File: config.mk
export PLATFORM = sky130hd
export DESIGN_NAME = dbus_ic
export DESIGN_NICKNAME = d
export VERILOG_FILES = /design/src/rtl/dbus_pkg.sv /design/src/rtl/dbus_dec.sv /design/src/rtl/dbus_ic.sv
export SDC_FILE = /design/constraint.sdc
export NUM_CORES = 1
export LEC_CHECK = 0
export BUFFER_PORTS_ARGS = -buffer_cell sky130_fd_sc_hd__buf_4
export CAP_MARGIN = 20
export CORE_UTILIZATION = 47
export DETAILED_ROUTE_END_ITERATION = 12
export GPL_TIMING_DRIVEN = 0
export PLACE_DENSITY = 0.79
export SYNTH_ARGS = -nofsm -noshare
export SYNTH_HDL_FRONTEND = slang
export SYNTH_SLANG_ARGS = --single-unit
File: constraint.sdc
create_clock -name clk -period 2.1 [get_ports clk]
set_clock_uncertainty 0.2 [all_clocks]
set_input_delay 0.105 -clock clk [delete_from_list [all_inputs] [get_ports clk]]
set_output_delay 0.105 -clock clk [all_outputs]
set_load 0.01 [all_outputs]
File: src/rtl/dbus_pkg.sv
// Shared defaults, FSM state encoding and region-index helper for the dbus_ic interconnect.
package dbus_pkg;

  localparam int unsigned DefDw = 16;
  localparam int unsigned DefAw = 16;
  localparam int unsigned DefSw = 3;

  typedef enum logic [1:0] {
    StIdle = 2'd0,
    StWait = 2'd1,
    StResp = 2'd2
  } dbus_state_e;

  // Region index = top sw bits of an aw-bit address (address zero-extended to 32 bits).
  function automatic logic [31:0] region_of(input logic [31:0] addr, input int unsigned aw,
                                            input int unsigned sw);
    logic [31:0] mask;
    mask = (32'd1 << sw) - 32'd1;
    return (addr >> (aw - sw)) & mask;
  endfunction

endpackage

File: src/rtl/dbus_dec.sv
// Combinational region decoder: address region bits to one-hot slave select plus mapped flag.
module dbus_dec import dbus_pkg::*; #(
  parameter int unsigned AW = DefAw,
  parameter int unsigned SW = DefSw,
  parameter int unsigned NS = 2
) (
  input  logic [AW-1:0] addr_i,
  output logic [SW-1:0] region_o,
  output logic [NS-1:0] onehot_o,
  output logic          mapped_o
);

  logic [31:0] region_full;

  always_comb begin
    region_full = region_of(32'(addr_i), AW, SW);
    region_o    = region_full[SW-1:0];
    onehot_o    = '0;
    mapped_o    = 1'b0;
    for (int unsigned k = 0; k < NS; k++) begin
      if (region_full == k) begin
        onehot_o[k] = 1'b1;
        mapped_o    = 1'b1;
      end
    end
  end

endmodule

File: src/rtl/dbus_ic.sv
// Single-master, multi-slave data-bus interconnect with req/ack handshakes and registered outputs.
// Optional slave timeout enabled by defining DBUS_TIMEOUT_EN.
module dbus_ic import dbus_pkg::*; #(
  parameter int unsigned DW     = DefDw,
  parameter int unsigned AW     = DefAw,
  parameter int unsigned SW     = DefSw,
  parameter int unsigned NS     = 2,
  parameter int unsigned TO_CYC = 255
) (
  input  logic             clk,
  input  logic             rst,
  input  logic             m_req,
  input  logic             m_we,
  input  logic [AW-1:0]    m_addr,
  input  logic [DW-1:0]    m_din,
  output logic             m_ack,
  output logic             m_err,
  output logic [DW-1:0]    m_dout,
  output logic [NS-1:0]    s_req,
  output logic             s_we,
  output logic [AW-SW-1:0] s_addr,
  output logic [DW-1:0]    s_din,
  input  logic [NS-1:0]    s_ack,
  input  logic [NS*DW-1:0] s_dout
);

  dbus_state_e      state_q, state_d;
  logic [SW-1:0]    sel_q, sel_d;
  logic [NS-1:0]    s_req_q, s_req_d;
  logic             s_we_q, s_we_d;
  logic [AW-SW-1:0] s_addr_q, s_addr_d;
  logic [DW-1:0]    s_din_q, s_din_d;
  logic [DW-1:0]    m_dout_q, m_dout_d;
  logic             m_ack_q, m_ack_d;
  logic             m_err_q, m_err_d;

  logic [SW-1:0]    dec_region;
  logic [NS-1:0]    dec_onehot;
  logic             dec_mapped;
  logic [DW-1:0]    rdata;
  logic             ack_sel;

`ifdef DBUS_TIMEOUT_EN
  localparam int unsigned CntW = (TO_CYC < 1) ? 1 : $clog2(TO_CYC + 1);
  logic [CntW-1:0] cnt_q, cnt_d;
`else
  logic unused_to_cyc;
  assign unused_to_cyc = ^TO_CYC;
`endif

  dbus_dec #(
    .AW(AW),
    .SW(SW),
    .NS(NS)
  ) u_dec (
    .addr_i  (m_addr),
    .region_o(dec_region),
    .onehot_o(dec_onehot),
    .mapped_o(dec_mapped)
  );

  // Only the selected slave's ack and data are visible; other slaves are ignored.
  always_comb begin
    rdata   = '0;
    ack_sel = 1'b0;
    for (int unsigned k = 0; k < NS; k++) begin
      if (32'(sel_q) == k) begin
        rdata   = s_dout[k*DW +: DW];
        ack_sel = s_ack[k];
      end
    end
  end

  always_comb begin
    state_d  = state_q;
    sel_d    = sel_q;
    s_req_d  = s_req_q;
    s_we_d   = s_we_q;
    s_addr_d = s_addr_q;
    s_din_d  = s_din_q;
    m_dout_d = m_dout_q;
    m_ack_d  = 1'b0;
    m_err_d  = 1'b0;
`ifdef DBUS_TIMEOUT_EN
    cnt_d    = cnt_q;
`endif
    case (state_q)
      StIdle: begin
        if (m_req) begin
          s_we_d   = m_we;
          s_addr_d = m_addr[AW-SW-1:0];
          s_din_d  = m_din;
          sel_d    = dec_region;
          if (dec_mapped) begin
            s_req_d = dec_onehot;
            state_d = StWait;
`ifdef DBUS_TIMEOUT_EN
            cnt_d   = '0;
`endif
          end else begin
            m_ack_d  = 1'b1;
            m_err_d  = 1'b1;
            m_dout_d = '0;
            state_d  = StResp;
          end
        end
      end
      StWait: begin
        if (ack_sel) begin
          s_req_d = '0;
          m_ack_d = 1'b1;
          state_d = StResp;
          if (!s_we_q) m_dout_d = rdata;
`ifdef DBUS_TIMEOUT_EN
        end else if (cnt_q == CntW'(TO_CYC)) begin
          s_req_d  = '0;
          m_ack_d  = 1'b1;
          m_err_d  = 1'b1;
          m_dout_d = '0;
          state_d  = StResp;
        end else begin
          cnt_d = cnt_q + 1'b1;
`endif
        end
      end
      StResp:  state_d = StIdle;
      default: state_d = StIdle;
    endcase
  end

  always_ff @(posedge clk) begin
    if (rst) begin
      state_q  <= StIdle;
      sel_q    <= '0;
      s_req_q  <= '0;
      s_we_q   <= 1'b0;
      s_addr_q <= '0;
      s_din_q  <= '0;
      m_dout_q <= '0;
      m_ack_q  <= 1'b0;
      m_err_q  <= 1'b0;
`ifdef DBUS_TIMEOUT_EN
      cnt_q    <= '0;
`endif
    end else begin
      state_q  <= state_d;
      sel_q    <= sel_d;
      s_req_q  <= s_req_d;
      s_we_q   <= s_we_d;
      s_addr_q <= s_addr_d;
      s_din_q  <= s_din_d;
      m_dout_q <= m_dout_d;
      m_ack_q  <= m_ack_d;
      m_err_q  <= m_err_d;
`ifdef DBUS_TIMEOUT_EN
      cnt_q    <= cnt_d;
`endif
    end
  end

  assign m_ack  = m_ack_q;
  assign m_err  = m_err_q;
  assign m_dout = m_dout_q;
  assign s_req  = s_req_q;
  assign s_we   = s_we_q;
  assign s_addr = s_addr_q;
  assign s_din  = s_din_q;

endmodule

Word level (Yosys, flattened, before mapping). Index checks and enable logic that the tools add are counted.

Memories: 0. Latch bits: 0. Logic and storage cells: 51. Register bits after elaboration: 55. RAM bits: 0. Memory bits (read-only): 0. Input port bits: 70. Output and inout bits: 50.

$add $sub $neg: 0. Divide/modulo/power cells: 0. Equality and inequality tests: 8. Magnitude comparators: 0. Reductions and logical operators: 9. Shift operators: 0. Multipliers: 0. Bitwise logic cells: 1. Multiplexer cells: 24.

Operators by type and width (count): $mux 16 (6); $logic_not 32->1 (1); $pmux 16 s2 (1); $mux 2 (6); $ne 2x2->1 const B (5); $mux 1 (8); $pmux 2 s2 (2); $eq 3x1->1 const B (2); $reduce_and 5->1 (1); $reduce_and 2->1 (2); $reduce_and 4->1 (1); $logic_not 3->1 (1); $eq 2x1->1 const B (1); $logic_not 2->1 (1); $pmux 1 s2 (1); $reduce_bool 2->1 (1); $reduce_or 2->1 (1); $not 1->1 (1).

Depth between registers and ports, before layout.
Word-level depth: 6. Mapped depth: 6. Gate-level depth less buffers: 3.

By module. From an unflattened synthesis, not the netlist that was laid out.

Cells, all modules: 286. Area, all modules: 2442.3 µm².

By module, submodules not included: dbus_ic (area an instance 2393.5 µm², seq. area each 1101.1 µm², cells an instance 280, times used 1); dbus_dec (area an instance 48.8 µm², seq. area each 0.0 µm², cells an instance 6, times used 1).

Worst setup path before layout. OpenSTA, ideal clock, no wires.

Path kind: register -> register. Start: register sel_q[0]. End: register m_dout_q[0], in the netlist m_dout[0]. Cell stages (with the launch flop): 6. Data required time: 1.776 ns. Path buffers: 2. Setup time: 0.124 ns. Period minus slack after synthesis: 1.612 ns. Setup slack: 0.488 ns. Arrival: 1.289 ns. Cells stage by stage: dfxtp_1 > buf_6 > buf_1 > mux2_2 > nand4_1 > o211ai_2.

Longest elaborated chain between the ends: 6. Elaborated cells on any way between the ends: 11. Classes of those cells: eq/ne: 2; mux: 7; reduce/logical: 2.

Ends and longest elaborated chain: start, declared (RTL line dbus_ic.sv:28) `logic [SW-1:0] sel_q, sel_d;`; start signal, assigned (RTL line dbus_ic.sv:147) `sel_q <= sel_d;`; $logic_not 3->1 (RTL line dbus_ic.sv:67) `if (32'(sel_q) == k) begin`; $mux 16 (2 in a row) (RTL line dbus_ic.sv:67); $mux 16 (RTL line dbus_ic.sv:113) `if (!s_we_q) m_dout_d = rdata;`; $mux 16 (RTL line dbus_ic.sv:109) `if (ack_sel) begin`; $pmux 16 s2 (RTL line dbus_ic.sv:87) `case (state_q)`; end signal, assigned (RTL line dbus_ic.sv:152) `m_dout_q <= m_dout_d;`; end, declared (RTL line dbus_ic.sv:33) `logic [DW-1:0] m_dout_q, m_dout_d;`.

Parallel ways exist; a longest one is shown, timed or not. The select of a mux whose other input is x is not followed. A chain may end at the register's enable or synchronous reset.

==> impl_metrics.py <==
metrics = {
    "run_status": {
        "status": "finished, final reports clean",
    },
    "clock_tree": {
        "clkSinkCount": 55,
        "clockBufferDepth": 2,
        "htree_levels": 2,
        "path_clk_slew_ns": 0.10,
        "cts_tree": "done",
        "post_cts_resized": 0,
        "cts_buffers": 5,
        "worstSkewPairLatency_ns": 0.31,
        "cts_root_buf": "clkbuf_8",
    },
    "routing": {
        "drc": 0,
        "detail-route-antenna-nets": 0,
        "wl_mm": 8.23,
        "wl_per_cell_um": 15.2,
        "vias_per_cell": 5.37,
        "drt_iter0_markers": 186,
        "vias": 2905,
        "dr.pass1.iters": 5,
    },
    "setup_path": {
        "worst_setup_path_start_kind": "input port",
        "reg2reg_setup_slack_ns": 0.18,
        "ff2ff_path_depth": 4,
        "required_ns": 2.15,
        "reg2reg_to": "m_dout[15]",
        "r2r-start": "state_q[0]",
        "path_max_fanout": 10,
        "crit_path_end_kind": "flip-flop",
        "cp_data_arrival_time_ns": 1.98,
        "critical_path_class": "input port to flip-flop",
    },
    "yosys": {
        "syn-num-nets": 373,
        "syn_area_per_cell_um2": 8.63,
        "yosysSeqAreaShare_pct": 42.1,
        "syn_inst": 303,
        "yosysUniqueCellTypes": 31,
        "ys_seq_elements": 55,
        "yosysWarnings": 0,
        "netlist_area_um2": 2610,
    },
    "grt": {
        "grt_first_pass_wirelength_mm": 13.4,
        "overflow": 0,
        "antenna_found_initial": 0,
        "grt_max_degree": 19,
        "grt_pass1_vias": 2916,
        "track_usage_pct": 28.3,
    },
    "sta": {
        "whs_ns": 0.00368,
        "drv_slew": 0,
        "hold_viol": 0,
        "tightestPinTransition_ns": 0.716,
        "fin_crit_sh_pct": 91.9,
        "finalSetupViolCount": 0,
        "slew_headroom_pct": 52.1,
        "fin_crit_ns": 1.93,
        "tns_ns": 0,
        "fmax_ghz": 0.518,
        "rsz0062_at_grt": "no",
        "fin_ws_ns": 0.171,
    },
    "layout": {
        "multi_input_area_um2": 1370,
        "nets": 540,
        "drive_gt1_share_pct": 37.4,
        "layout_commonest_cell": "buf_4",
        "n_antenna_cell": 0,
        "final_cell_mix": "119 x buf_4, 67 x nand2_1, 55 x dfxtp_1",
        "area_growth_pct": 57.6,
        "regArea_um2": 1100,
        "fillers": 343,
        "fin_util_pct": 78.7,
    },
    "die": {
        "fp.dieH_um": 76.6,
        "start_util_pct": 49.9,
        "die_x_um": 76.6,
        "core-area_um2": 5240,
        "ios": 120,
        "rows": 26,
        "dieArea_um2": 5860,
    },
    "place": {
        "dpl.hpwl_mm": 5.20,
        "place_ws_ns": 0.202,
        "portBuffers": 119,
        "gp_congestion": 0.782,
    },
    "power": {
        "powerDensity_nw_per_um2": 576,
        "leakagePower_nw": 1.80,
        "irDropWorstVdd_v": 0.000439,
    },
    "min_path": {
        "hp-start": "s_dout[25]",
        "hold_path.class": "input port to flip-flop",
        "hold_depth": 4,
        "min_to": "m_dout[9]",
    },
    "run": {
        "drv_cap": 0,
    },
}
what timing repair did:
item | CTS | global route
endpoints found under the hold margin | 42 | 0
buffers inserted | 0 | 0
setup endpoints to repair | 0 | 0
hold buffers | 41 | 0
sequential cells by signal, summed over array words and instances, names as in the netlist:
register  flops
m_err         1
m_ack         1
m_dout       16
state_q       2
sel_q         3
s_req         2
s_addr       13
s_we          1
s_din        16
metal layers:
metal / track usage [%] / part of all wire (%) / vias to the layer above
met3: 9.46 / 8.8 / 19
met2: 49.9 / 50 / 142
met4: 9.42 / 1.9 / 0
met5: 0 / 0 / -
met1: 31.9 / 39 / 1349
li1: - / - / 1395
kinds of logic (layout without fill, tap and decap cells):
| kind of cell | after synthesis | count (layout) | synth area share (%) |
|---|---|---|---|
| AO/OA/AOI/OAI | 70 | 70 | 17.7 |
| AND/OR/NAND/NOR | 130 | 130 | 26.3 |
| buffers and inverters | 29 | 197 | 5.65 |
| multiplexers | 19 | 19 | 8.23 |
| flip-flops | 55 | 55 | 42.1 |
per-stage QoR:
step / std cells / instance area [um2] / power [mW]
6_report: 541 / 4120 / 2.37
5_1_grt: 541 / 4120 / 2.47
4_1_cts: 541 / 4120 / 2.37
3_5_place_dp: 492 / 3590 / 1.59
3_3_place_gp: 492 / 3590 / 1.58
2_1_floorplan: 303 / 2610 / 1.36
report_power, final:
group          leakage, nW  internal, mW  switching (mW)
clock network       0.0548         0.360           0.373
logic                 1.30         0.278           0.239
registers            0.449          1.09          0.0309
total                 1.80          1.73           0.643
area by class of cell:
class	count	share of cell area, %
buffer	29	3.58
clock buffer	5	1.67
clock inverter	3	1.12
multi-input combinational	219	33.1
sequential	55	26.7
tap	70	2.13
timing repair buffer	160	31.6
critical path, stage by stage:
cell and delay [ns]:
dlygate4sd3_1 0.53, buf_4 0.14, nor4b_2 0.61, buf_2 0.35, nand4_1 0.15, o211ai_2 0.09
Yosys cell counts:
master	number	area share, %
nor3_1	1	0.19
nor4b_2	1	0.57
buf_1	1	0.14
buf_2	12	2.3
a211oi_1	2	0.57
mux2i_1	2	0.77
nand3_1	1	0.19
or4b_1	1	0.38
dfxtp_1	55	42
o211ai_2	10	4.8
a32oi_2	1	0.62
nor3b_2	1	0.48
nand4bb_1	1	0.43
clkbuf_1	12	1.7
nand2_1	67	9.6
nand4_1	16	3.8
nor2b_1	17	4.1
o211ai_1	6	1.7
nor2_1	2	0.29
a21oi_1	34	6.5
or2_2	1	0.24
buf_6	3	1.3
nand2b_1	3	0.72
nand3b_1	16	4.6
and4b_1	1	0.38
clkbuf_2	1	0.19
mux2_2	16	6.9
o21ai_0	16	3.1
a21bo_2	1	0.38
or3b_2	1	0.34
mux2_4	1	0.57
worst max path at each step:
stage | startpoint | end | slack, ns
final | rst | m_dout[15] | 0.17
after global placement | sel_q[0] | m_dout[0] | 0.25
after detailed placement | sel_q[0] | m_dout[1] | 0.20
after CTS | sel_q[0] | m_dout[7] | 0.17
after global routing | sel_q[0] | m_dout[3] | 0.06
after floorplan | sel_q[0] | m_dout[0] | 0.49
Note: power is estimated with default switching activity, not from simulation.
